<file path="config.mk">
export PLATFORM = sky130hd
export DESIGN_NAME = mem_arbiter
export DESIGN_NICKNAME = d
export VERILOG_FILES = /design/src/rtl/mem_arb_pkg.sv /design/src/rtl/rr_pick2.sv /design/src/rtl/mem_arbiter.sv
export SDC_FILE = /design/constraint.sdc
export NUM_CORES = 1
export LEC_CHECK = 0
export CAP_MARGIN = 20
export CORE_AREA = 2 2 112 114
export DETAILED_ROUTE_END_ITERATION = 8
export DIE_AREA = 0 0 114 116
export PLACE_DENSITY = 0.85
export SLEW_MARGIN = 20
export SYNTH_ARGS = -nofsm -noshare
export SYNTH_HDL_FRONTEND = slang
export SYNTH_SLANG_ARGS = --single-unit
export TNS_END_PERCENT = 10
</file>
<file path="constraint.sdc">
create_clock -name clk -period 4.3 [get_ports clk]
set_clock_uncertainty 0.1 [all_clocks]
set_input_delay 1.075 -clock clk [delete_from_list [all_inputs] [get_ports clk]]
set_output_delay 1.075 -clock clk [all_outputs]
set_load 0.02 [all_outputs]
</file>
<file path="src/rtl/mem_arb_pkg.sv">
// Shared types and helpers for the two-port memory arbiter.
// Imported by mem_arbiter and rr_pick2.
package mem_arb_pkg;

  typedef enum logic [1:0] {
    IDLE,
    ACCESS,
    WAIT,
    RESP
  } state_t;

  localparam int WORD = 32;
  localparam int STRB = 4;

  function automatic logic in_window(
    input logic [WORD-1:0] addr,
    input logic [WORD-1:0] base,
    input int              abits
  );
    return (addr >> (abits + 2)) == (base >> (abits + 2));
  endfunction

endpackage

</file>
<file path="src/rtl/rr_pick2.sv">
// Two-way round-robin selector.
// A tie goes to the master that did not win last time.
import mem_arb_pkg::*;

module rr_pick2 (
  input  logic [1:0] valid,
  input  logic       last,
  output logic       pick
);

  always_comb begin
    pick = last;
    unique case (1'b1)
      (valid == 2'b11): pick = ~last;
      (valid == 2'b01): pick = 1'b0;
      (valid == 2'b10): pick = 1'b1;
      default:          pick = last;
    endcase
  end

endmodule

</file>
<file path="src/rtl/mem_arbiter.sv">
// Round-robin arbiter sharing one synchronous memory
// between two picorv32-native masters.
import mem_arb_pkg::*;

module mem_arbiter #(
  parameter int          ADDR_BITS = 12,
  parameter logic [31:0] BASE_ADDR = 32'h0001_0000,
  parameter int          MEM_LAT   = 1
) (
  input  logic                 clk,
  input  logic                 resetn,
  input  logic                 m0_valid,
  input  logic [WORD-1:0]      m0_addr,
  input  logic [WORD-1:0]      m0_wdata,
  input  logic [STRB-1:0]      m0_wstrb,
  output logic                 m0_ready,
  output logic [WORD-1:0]      m0_rdata,
  input  logic                 m1_valid,
  input  logic [WORD-1:0]      m1_addr,
  input  logic [WORD-1:0]      m1_wdata,
  input  logic [STRB-1:0]      m1_wstrb,
  output logic                 m1_ready,
  output logic [WORD-1:0]      m1_rdata,
  output logic                 mem_en,
  output logic [STRB-1:0]      mem_wstrb,
  output logic [ADDR_BITS-1:0] mem_addr,
  output logic [WORD-1:0]      mem_wdata,
  input  logic [WORD-1:0]      mem_rdata,
  output logic                 addr_err,
  output logic                 grant
);

  state_t          state;
  logic [2:0]      cnt;
  logic            wr;
  logic            err;
  logic            pick;
  logic [WORD-1:0] sel_addr;
  logic [WORD-1:0] sel_wdata;
  logic [STRB-1:0] sel_wstrb;
  logic            sel_ok;

  rr_pick2 u_pick (
    .valid ({m1_valid, m0_valid}),
    .last  (grant),
    .pick  (pick)
  );

  assign sel_addr  = pick ? m1_addr  : m0_addr;
  assign sel_wdata = pick ? m1_wdata : m0_wdata;
  assign sel_wstrb = pick ? m1_wstrb : m0_wstrb;
  assign sel_ok    = in_window(sel_addr, BASE_ADDR, ADDR_BITS);

  always_ff @(posedge clk or negedge resetn) begin
    if (!resetn) begin
      state     <= IDLE;
      grant     <= 1'b1;
      cnt       <= '0;
      wr        <= 1'b0;
      err       <= 1'b0;
      mem_en    <= 1'b0;
      mem_wstrb <= '0;
      mem_addr  <= '0;
      mem_wdata <= '0;
    end else begin
      mem_en <= 1'b0;
      unique case (state)
        IDLE: begin
          if (m0_valid || m1_valid) begin
            grant <= pick;
            wr    <= |sel_wstrb;
            err   <= ~sel_ok;
            if (sel_ok) begin
              state     <= ACCESS;
              mem_en    <= 1'b1;
              mem_addr  <= sel_addr[ADDR_BITS+1:2];
              mem_wdata <= sel_wdata;
              mem_wstrb <= sel_wstrb;
            end else begin
              state <= RESP;
            end
          end
        end
        ACCESS: begin
          if (MEM_LAT == 1) begin
            state <= RESP;
          end else begin
            state <= WAIT;
            cnt   <= 3'(MEM_LAT - 1);
          end
        end
        WAIT: begin
          cnt <= cnt - 3'd1;
          if (cnt == 3'd1) state <= RESP;
        end
        RESP: begin
          state <= IDLE;
          err   <= 1'b0;
        end
      endcase
    end
  end

  // Read data flows straight from memory during RESP.
  assign m0_ready = (state == RESP) && !grant;
  assign m1_ready = (state == RESP) && grant;
  assign addr_err = (state == RESP) && err;
  assign m0_rdata = (m0_ready && !wr && !err) ? mem_rdata : '0;
  assign m1_rdata = (m1_ready && !wr && !err) ? mem_rdata : '0;

endmodule

</file>
* Yosys cells after proc, flatten, opt, wreduce, memory -nomap -nowiden
Cells that the tools add are included.
** Word-level totals
- Register bits :: 57
- Input port bits :: 172
- Output and inout bits :: 117
- Word-level logic and storage cells :: 55
** Operators by class
- $add $sub $neg :: 1
- Eq/ne operators :: 10
- Multiplexer cells :: 15
- Bitwise operators :: 2
- Reductions and logical operators :: 18
** Operator list (number)
- $mux 32 :: 4
- $eq 18x3->1 const B :: 1
- $eq 2x2->1 const B :: 4
- $pmux 2 s4 :: 1
- $logic_and 1x1->1 :: 7
- $mux 2 :: 3
- $reduce_and 2->1 :: 3
- $eq 2x1->1 const B :: 2
- $mux 1 :: 4
- $mux 4 :: 1
- $ne 2x2->1 const B :: 2
- $reduce_or 4->1 :: 1
- $eq 3x1->1 const B :: 1
- $logic_not 1->1 :: 3
- $pmux 1 s3 :: 1
- $reduce_and 3->1 :: 1
- $sub 3x1->3 const B :: 1
- $logic_not 2->1 :: 1
- $not 1->1 :: 2
- $pmux 1 s2 :: 1
- $reduce_bool 2->1 :: 1
- $logic_or 1x1->1 :: 1

* Depth between registers and ports, before layout
- Depth after elaboration :: 7
- Gate-level depth with buffers :: 8
- Depth with buffers taken out :: 6

* Cells and area by module
Synthesis repeated with hierarchy kept, for this count alone.
** Unflattened totals
- Cell total of the unflattened synthesis :: 290
- Area, all modules :: 3389.5 sq um
** By module, submodules not included
- mem_arbiter :: instances 1, cells an instance 288, area an instance 3375.7 sq um, seq. area each 1427.6 sq um
- rr_pick2 :: instances 1, cells an instance 2, area an instance 13.8 sq um, seq. area each 0.0 sq um

* Worst setup path before layout
OpenSTA, ideal clock, no wires.
- Path kind :: reg-to-output
- From :: register state[1]
- To :: output m0_rdata[10]
- Data arrival time :: 1827 ps
- Data required time :: 3125 ps
- Path slack :: 1298 ps
- Cell stages (with the launch flop) :: 6
- Path buffers :: 1
- Cells stage by stage :: dfrtp_1 ha_1 nor2b_1 nor3b_1 clkbuf_1 and2_1
** Between the ends
- Longest elaborated chain between the ends :: 5
** RTL lines
- start, declared :: line mem_arbiter.sv:33 : state_t state;
- start signal, assigned :: line mem_arbiter.sv:56 : state <= IDLE;
- start signal, assigned :: line mem_arbiter.sv:74 : state <= ACCESS;
- start signal, assigned :: line mem_arbiter.sv:80 : state <= RESP;
- $eq 2x2->1 :: line mem_arbiter.sv:105 : assign m0_ready = (state == RESP) && !grant;
- $logic_and 1x1->1 :: line mem_arbiter.sv:105
- via m0_ready :: line mem_arbiter.sv:16 : output logic m0_ready,
- $logic_and 1x1->1 (2 in a row) :: line mem_arbiter.sv:108 : assign m0_rdata = (m0_ready && !wr && !err) ? mem_rdata : '0;
- $mux 32 :: line mem_arbiter.sv:108
- end, declared :: line mem_arbiter.sv:17 : output logic [WORD-1:0] m0_rdata,
The timed path passes the listed nets, and every way through them passes these cells.

* Final worst setup path
- From :: register state[1]
- To :: output m0_rdata[8]
** Between the ends
- Longest elaborated chain between the ends :: 5
** RTL lines (line)
- $eq 2x2->1 :: mem_arbiter.sv:105
- $logic_and 1x1->1 :: mem_arbiter.sv:105
- $logic_and 1x1->1 (2 in a row) :: mem_arbiter.sv:108
- $mux 32 :: mem_arbiter.sv:108
Every way passes these cells.

==> summary.txt <==
Pwr
  • LEAKAGE: about 2.9 nW
  • Max VDD drop: 0.000193 V
  • Pwr Total: 2.46 mW
  • Power per cell area: 364 nW/µm²

Synth
  • Dominant cells by area after synthesis: dfrtp_1 41%, mux2_2 29%, and2_1 12%
  • Main combinational cell family by area after synthesis: multiplexers
  • Prevailing post-synth register cell: dfrtp_1
  • Largest area contributor in the netlist: dfrtp_1
  • Cell area after synthesis: 3450 µm²
  • Compound-Gate Fraction of Synth Area: 0.0240
  • Seq/Total Area, Yosys: 0.414
  • Mean post-synth cell area: 11.7 µm²
  • Cells after Synth: 295
  • Post-Synth Simple-Gate Area: 0.171
  • Post-Synth XOR/XNOR Area: 0.00508
  • Yosys warnings: 0
  • Yosys reg bits: between 50 and 60
  • Post-synth EDFFs: 0
  • Post-synthesis adder-cell area fraction: 0.0254
  • Multiplexer area fraction after synthesis: 0.330
  • Ys async rst share: 1.00
  • Syn nets: 474
  • Post-synthesis cell type count: 31
  • Top cell type's share of synthesized area: 0.407

Clock network
  • H-tree depth: 3
  • Inserted Clock Buffers: 9
  • Root Buffer: clkbuf_16
  • Setup Buffers After CTS: 0
  • Later-pin clock latency in the skew report: between 300 and 400 ps
  • CTS clk-pin slew, worst paths: 50 ps
  • CTS tree: yes
  • Post-CTS sizing: 0
  • Clock sink total: 57
  • Hold-fix buffers, CTS: 0
  • CTS Buffer Depth: 2

Drt
  • Vias after detailed routing: 3354
  • Routed WL per cell: 16.8 µm
  • DRC violation count after routing: 0
  • DRT iter0 DRCs: about 70
  • Number of routed nets with antenna violations: 0
  • DR pass1 iterations: 4
  • Overall routed net length: 12.3 mm
  • Vias/cell: ~4.6

Final layout
  • N_diodes: 0
  • Share of layout cells above drive strength 1: 0.216
  • Layout area overhead: 95.8%
  • Fin nets: between 700 and 800

Hold path
  • HP Class: register to register

STA
  • Period minus WS final: 3570 ps
  • Crit share post-route: 0.830
  • Slew headroom: 0.547
  • Worst-Margin Slew: 679 ps
  • RSZ-0062 raised after global routing: no
  • Setup TNS: 0 ps
  • Peak Freq: 280 MHz
  • Slew Limit Fails: 0
  • Setup violators final: 0
  • Fin. Hold Viols: 0

Die
  • # IOs: between 200 and 300
  • Total die area: 13200 µm²
  • CORE AREA: 11900 µm²
  • Chip width: 114 µm
  • Die extent in y: 116 µm
  • Starting Density: 0.289
  • Rows: 40

Setup path
  • WP buf/inv: 2
  • Crit path DAT: roughly 2400 ps
  • CP max-delay cell: clkdlybuf4s50_1
  • Crit path max fanout: 32
  • Family with the most delay on the worst path: buffers and inverters
  • CP cell instances: ha_1 > nor2b_1 > nor3b_2 > buf_4 > and2_1 > clkdlybuf4s50_1
  • Critical path class: register to output pin
  • Crit path launch type: register
  • CP max stage delay: 620 ps
  • Nature of the critical path endpoint: output pin
  • Required time worst endpoint: 3120 ps

GRT
  • Pin count of the biggest net entering global routing: 52
  • Total grt overflow: 0
  • Initial antenna violation count: 0
  • Global-route wire length before repair: 18.6 mm
  • Vias in the first global route: around 3700
  • Global Route Usage Sum: 0.184

Placement
  • Port Buffers: 284
  • Hpwl dp: approximately 10 mm
  • RePlAce Congestion: 0.777

Run status
  • Outcome: finished clean

Run
  • Maxcap violations: 0
## where the power goes
group          leakage [nW]  switching [mW]  internal [mW]
logic                  1.96           0.507          0.611
clock network         0.155           0.248          0.477
registers             0.778          0.0362          0.579
## state kept, by name, indices dropped and copies added, names as in the netlist
name / count
err: 1
wr: 1
mem_en: 1
mem_wstrb: 4
state: 2
cnt: 3
mem_wdata: 32
mem_addr: 12
grant: 1
## layout make-up
class | count | area [µm²]
Clock inverter | 5 | 53.8
Sequential cell | 57 | 1430
Inverter | 6 | 22.5
Timing Repair Buffer | 290 | 2880
Multi-Input combinational cell | 215 | 1920
Clock buffer | 11 | 253
Fill cell | 1010 | 5170
Tap cell | 147 | 184
## routing by layer
metal | global-route usage | up-vias | wire (µm)
met5 | 0 | - | 0
met4 | 0.0618 | 0 | 197
met3 | 0.0758 | 14 | 1290
met2 | 0.354 | 186 | 6650
met1 | 0.177 | 1570 | 4170
li1 | - | 1584 | -
## stage by stage
stage,hold slack [ps],setup WS (ps),std cells,area (µm²),utilization
after floorplan,336,1300,295,3450,-
after global placement,352,711,715,6440,0.541
after detailed placement,358,661,715,6440,0.541
after CTS,364,700,731,6750,0.566
after global routing,375,544,731,6750,0.566
final,358,731,731,6750,0.566
## final timing paths
check / end / start / cells past startpoint / slack [ps]
worst max-delay path: m0_rdata[8] / state[1] / 6 / 730
worst min-delay path: cnt[2] / cnt[2] / 1 / 360
worst max register to register: mem_wdata[7] / grant / 6 / 1740
worst min register to register: cnt[2] / cnt[2] / 1 / 360
max in group asynchronous: grant / resetn / 2 / 2550
min in group asynchronous: mem_wdata[1] / resetn / 1 / 670
## cells in the mapped netlist (all sizes together) (2+ instances only)
master,n
mux2,97
and2,67
dfrtp,56
buf,10
nor4,8
clkbuf,7
ha,7
inv,6
nand2,6
nor2,6
o21ai,5
a21oi,3
nand2b,2
nor3b,2
## logic make-up after synthesis
| kind of cell | Yosys count |
|---|---|
| buffers and inverters | 23 |
| multiplexers | 98 |
| flip-flops | 57 |
| XOR/XNOR | 2 |
| AO/OA/AOI/OAI | 11 |
| AND/OR/NAND/NOR | 97 |
| adder cells (fa/ha/maj) | 7 |
## cell usage in the layout (no fill, tap or decap), types with 2 or more instances in the layout
cell type,netlist,final
ha_1,7,7
mux2_4,9,9
nor3b_2,0,2
nand2_1,6,6
nor4_1,8,8
inv_1,6,6
dfrtp_1,56,56
clkdlybuf4s50_1,0,283
mux2_2,88,88
clkinv_2,0,3
clkbuf_16,0,9
a21oi_1,3,3
nor2_1,6,6
and2_1,67,67
clkbuf_8,0,2
buf_4,0,6
o21ai_0,5,5
(Power assumes the default switching activity.)
